$ cat config.mk
export PLATFORM = sky130hd
export DESIGN_NAME = hazard_ctrl
export DESIGN_NICKNAME = d
export VERILOG_FILES = /design/src/rtl/cpu_pkg.sv /design/src/rtl/sat_counter.sv /design/src/rtl/hazard_ctrl.sv
export SDC_FILE = /design/constraint.sdc
export NUM_CORES = 1
export LEC_CHECK = 0
export CAP_MARGIN = 10
export CORE_UTILIZATION = 49
export CTS_CLUSTER_DIAMETER = 80
export DETAILED_ROUTE_END_ITERATION = 12
export PLACE_DENSITY_LB_ADDON = 0.12
export SLEW_MARGIN = 10
export SYNTH_ARGS = -nofsm -noshare
export SYNTH_HDL_FRONTEND = slang
export SYNTH_SLANG_ARGS = --single-unit
export TNS_END_PERCENT = 5
$ cat constraint.sdc
create_clock -name clk -period 4.2 [get_ports clk]
set_input_delay 0.42 -clock clk [delete_from_list [all_inputs] [get_ports clk]]
set_output_delay 0.42 -clock clk [all_outputs]
set_load 0.1 [all_outputs]
$ cat src/rtl/cpu_pkg.sv
// Shared CPU definitions: pipeline sequencing states, register width, NOP encoding.
// Latency: n/a (types and constants only).
// Backpressure: n/a.
package cpu_pkg;

   // Register-file address width.
   localparam int REGW = 4;

   // Instruction word loaded into IF/ID when it is flushed.
   localparam logic [15:0] NOP = 16'h0000;

   // Front-end sequencing states; encoding 3 is illegal.
   typedef enum logic [1:0] {
      RUN     = 2'd0,
      LDSTALL = 2'd1,
      FLUSH   = 2'd2
   } state_t;

endpackage

$ cat src/rtl/sat_counter.sv
// 16-bit saturating event counter with enable; sticks at 16'hFFFF.
// Latency: count reflects an enabled cycle after the next clk edge.
// Backpressure: none; en is sampled every cycle.
module sat_counter (
   input  logic        clk,
   input  logic        rst_n,
   input  logic        en,
   output logic [15:0] count
);

   // Increment on enable unless already saturated.
   always_ff @(posedge clk or negedge rst_n) begin
      if (!rst_n) begin
         count <= 16'h0000;
      end else if (en && (count != 16'hFFFF)) begin
         count <= count + 16'h0001;
      end
   end

endmodule

$ cat src/rtl/hazard_ctrl.sv
// Pipeline sequencing: load-use stalls, redirect flushes, external freeze, perf counters.
// Latency: control outputs are combinational from state and inputs, acting at the next clk edge.
// Backpressure: freeze holds PC, IF/ID and ID/EX; load-use holds PC and IF/ID while bubbling ID/EX.
module hazard_ctrl #(
   parameter int REGW     = cpu_pkg::REGW,
   parameter int LW_STALL = 1
) (
   input  logic            clk,
   input  logic            rst_n,
   input  logic            freeze,
   input  logic            ifid_valid,
   input  logic [REGW-1:0] ifid_src1,
   input  logic [REGW-1:0] ifid_src2,
   input  logic            ifid_use2,
   input  logic            idex_lw,
   input  logic            idex_rf_wen,
   input  logic [REGW-1:0] idex_rdest,
   input  logic            ex_redirect,
   output logic            pc_wen,
   output logic            pc_redirect,
   output logic            ifid_wen,
   output logic            ifid_flush,
   output logic            idex_wen,
   output logic            idex_bubble,
   output logic [1:0]      state,
   output logic [15:0]     stall_count,
   output logic [15:0]     flush_count
);

   import cpu_pkg::*;

   state_t     state_q, state_d;
   logic [1:0] cnt_q, cnt_d;
   logic       hz;
   logic       stall_inc;
   logic       flush_inc;

   // Load-use hazard: a load in EX writes a register the ID instruction reads; r0 never hazards.
   always_comb begin
      hz = ifid_valid & idex_lw & idex_rf_wen & (idex_rdest != '0) &
           ((idex_rdest == ifid_src1) | (ifid_use2 & (idex_rdest == ifid_src2)));
   end

   // Next-state and Mealy control outputs; priority is freeze, then redirect, then load-use.
   always_comb begin
      pc_wen      = 1'b1;
      ifid_wen    = 1'b1;
      idex_wen    = 1'b1;
      ifid_flush  = 1'b0;
      idex_bubble = 1'b0;
      pc_redirect = 1'b0;
      state_d     = state_q;
      cnt_d       = cnt_q;
      stall_inc   = 1'b0;
      flush_inc   = 1'b0;

      if (!rst_n) begin
         // Nothing retires while reset is asserted.
         ifid_flush  = 1'b1;
         idex_bubble = 1'b1;
      end else if (freeze) begin
         // EX is held too, so a pending redirect is re-presented after the freeze.
         pc_wen   = 1'b0;
         ifid_wen = 1'b0;
         idex_wen = 1'b0;
      end else if (ex_redirect) begin
         pc_redirect = 1'b1;
         ifid_flush  = 1'b1;
         idex_bubble = 1'b1;
         flush_inc   = 1'b1;
         cnt_d       = 2'd0;
         state_d     = FLUSH;
      end else begin
         case (state_q)
            RUN: begin
               if (hz) begin
                  pc_wen      = 1'b0;
                  ifid_wen    = 1'b0;
                  idex_bubble = 1'b1;
                  stall_inc   = 1'b1;
                  if (LW_STALL > 1) begin
                     cnt_d   = 2'(LW_STALL - 1);
                     state_d = LDSTALL;
                  end
               end
            end
            LDSTALL: begin
               pc_wen      = 1'b0;
               ifid_wen    = 1'b0;
               idex_bubble = 1'b1;
               stall_inc   = 1'b1;
               cnt_d       = cnt_q - 2'd1;
               if (cnt_q <= 2'd1) begin
                  state_d = RUN;
               end
            end
            FLUSH: begin
               // Synchronous imem returns wrong-path data this cycle; discard it.
               ifid_flush = 1'b1;
               state_d    = RUN;
            end
            default: begin
               state_d = RUN;
            end
         endcase
      end
   end

   // State and remaining-bubble counter.
   always_ff @(posedge clk or negedge rst_n) begin
      if (!rst_n) begin
         state_q <= RUN;
         cnt_q   <= 2'd0;
      end else begin
         state_q <= state_d;
         cnt_q   <= cnt_d;
      end
   end

   assign state = state_q;

   sat_counter u_stall_cnt (
      .clk   (clk),
      .rst_n (rst_n),
      .en    (stall_inc),
      .count (stall_count)
   );

   sat_counter u_flush_cnt (
      .clk   (clk),
      .rst_n (rst_n),
      .en    (flush_inc),
      .count (flush_count)
   );

endmodule

==> metrics.md <==
| Metric | Value |
|---|---|
| Status | completed |
| Peak Freq | 0.353 GHz |
| Worst Path Arrival | 2410 ps |
| Psw | 394 uW |
| Pwr Density | 406 mW/mm^2 |
| Ports | 60 |
| Initial DRC Count | 113 |
| CTS tree | done |
| Core Area | 0.00339 sq mm |
| CTS buffer count | 5 |
| Net Sw Frac | 39.1% |
| Post-synthesis compound-gate area fraction | 4.75% |
| EDFF count, synth | 0 |
| Largest family of logic cells by synthesized area | simple AND/OR/NAND/NOR gates |
| Layout Area Growth over Synthesis | 40.8% |
| Simple-gate share of the synthesized area | 24.7% |
| Sequential Power Share | 36.6% |
| Flops & latches, synth | 33 |
| Post-synthesis mux area share | 1.91% |
| Layout cells sized above 1 | 12.8% |
| Worst slew margin | 33.5% |
| H-tree depth | 2 |
| Required time of the critical path | 3780 ps |
| CTS resizes | 0 |
| Comb power frac | 33.7% |
| CTS clk-pin slew, worst paths | 110 ps |
| Post-CTS Setup Bufs | 0 |
| RSZ-0062 raised after global routing | no |
| Routability cong. | 0.848 |
| Pre-antenna DRT Iters | 4 |
| Die Ht | 62.0 microns |
| Most frequent cells in the layout | 54 x clkdlybuf4s50_1, 33 x dfrtp_1, 28 x xnor2_1 |
| Placed Area | 0.00238 sq mm |
| Final nets | 247 |
| WL final | 3710 microns |
| Bufs on Longest Clock Path | 2 |
| Final setup vio count | 0 |
| Number of global-route vias before repair | 1321 |
| Synth Cell Area | 0.00177 sq mm |
| Avg Cell Area, Syn | 11.0 sq um |
| Setup TNS | 0 ps |
| Post-Synth Adder-Cell Area | 1.42% |
| Pins Over Slew Limit | 0 |
| Drt wl/cell | 13.7 microns |
| Top_reg_cell synth | dfrtp_1 |
| Die X | 62.0 microns |
| Total GRT Usage | 21.3% |
| Grt total ovfl | 0 |
| Min cycle time layout | 2830 ps |
| Layout fillers | 238 |
| Crit end category | output port |
| Row count | 21 |
| Worst Skew | 14.2 ps |
| Hold Violations, Final | 0 |
| Syn Inst Count | 161 |
| Ys async rst share | 100% |
| Pin count of the biggest net entering global routing | 38 |
| Residual DRC count | 0 |
| Clk sinks | 33 |
| Clock network fraction of design power | 29.7% |
| Sequential element share of the synthesized area | 46.8% |
| Die Footprint | 0.00385 sq mm |
| CP max FO | 4 |
| Peak supply drop | 542 uV |
| Vias per cell | 5.17 |
| Leak pwr | 1.07 nW |
| HPWL after DPL | 2820 microns |
| Worst slew pin tran | 994 ps |
| Int Pwr | 614 uW |
| Tcrit/Tclk final | 67.4% |
| Post-Synth XOR/XNOR Area | 18.4% |
| Critical path class | in -> out |
| Initial antenna violation count | 0 |
| # port buffers | 58 |
| Post-route ant nets | 0 |
| Flop2flop setup slack | 2180 ps |
| Root Driver | clkbuf_4 |
| Syn_nets | 183 |
| Hold buffer count at cts | 0 |
| Netlist cell types | 33 |
| Via count | 1406 |
| Ys Warns | 0 |
| Commonest non-fill, non-tap cell in the layout | clkdlybuf4s50_1 |
| Skew-Pair Late Insertion Delay | 350 ps |
| CP startpoint kind | input pin |
| Class of the worst hold path | in -> async |
| Max-cap violation count | 0 |
| Diodes inserted | 0 |
| First-pass GRT wire length | 5780 microns |
| Initial Utilization | 52.1% |
| Fin area | 0.00249 sq mm |
## kinds of logic (layout without fill, tap and decap cells)
| kind of cell | Yosys count | after routing |
|---|---|---|
| AO/OA/AOI/OAI | 9 | 9 |
| XOR/XNOR | 37 | 37 |
| adder cells (fa/ha/maj) | 2 | 2 |
| buffers and inverters | 7 | 72 |
| flip-flops | 33 | 33 |
| multiplexers | 3 | 3 |
| other | 1 | 1 |
| AND/OR/NAND/NOR | 69 | 69 |
## metrics by stage
step	instances	hold slack (ps)	setup WS (ps)	power, mW	utilization (%)
after CTS	272	183	1360	1.02	73.3
final	272	168	1370	1.01	73.3
after floorplan	161	124	300	0.619	-
after global routing	272	210	1300	1.05	73.3
after detailed placement	264	490	1360	0.717	70.3
after global placement	264	478	1390	0.711	70.3
## synthesized netlist by cell type, types with 3 or more instances
cell type | count | area [sq um]
xnor2_1 | 28 | 245
nand4_1 | 10 | 62.6
nor2_1 | 10 | 37.5
dfrtp_1 | 33 | 826
nand2_1 | 12 | 45.0
xor2_1 | 9 | 78.8
nand3_1 | 17 | 85.1
and3_1 | 5 | 31.3
inv_2 | 3 | 11.3
and4_1 | 3 | 26.3
o21ai_0 | 3 | 15.0
## power groups by stage
| stage | Sequential [mW] | Clock (mW) | Combinational (mW) |
|---|---|---|---|
| 3_3_place_gp | 0.374 | 0 | 0.338 |
| 5_1_grt | 0.373 | 0.316 | 0.356 |
| 2_1_floorplan | 0.540 | 0 | 0.0787 |
| 4_1_cts | 0.369 | 0.305 | 0.343 |
| 3_5_place_dp | 0.375 | 0 | 0.342 |
| 6_report | 0.369 | 0.300 | 0.340 |
## cell type report
class	instances	area (sq um)	share of cell area, %
multi-input combinational	121	906	36.4
clock inverter	3	65.1	2.62
tap	46	57.6	2.32
timing repair buffer	59	576	23.2
clock buffer	5	37.5	1.51
sequential	33	826	33.2
inverter	5	18.8	0.755
## metal layers
| metal | GRT usage (%) | part of all wire (%) | vias up |
|---|---|---|---|
| met5 | 0 | 0 | - |
| met4 | 9.21 | 1.3 | 0 |
| met3 | 6.63 | 4.0 | 6 |
| met2 | 35.9 | 52 | 34 |
| met1 | 24.9 | 42 | 677 |
| li1 | - | - | 689 |
## registers in the layout, indices dropped and copies added, names as in the netlist
register and flops:
u_flush_cnt.count 16, u_stall_cnt.count 16, state 1
## critical path: stages
cell and delay, ps:
clkdlybuf4s50_1 620, nor2_1 70, o21ai_0 150, clkdlybuf4s50_1 1160
## path summary, 6_finish.rpt
kind	to	depth (start not counted)	start
min reg2reg	u_stall_cnt.count[6]	1	u_stall_cnt.count[6]
max	ifid_flush	4	ex_redirect
max reg2reg	u_stall_cnt.count[1]	6	u_stall_cnt.count[0]
max in group asynchronous	u_flush_cnt.count[10]	2	rst_n
min in group clk	state[1]	3	rst_n
min	u_stall_cnt.count[12]	2	rst_n
Note: power is estimated with default switching activity, not from simulation.
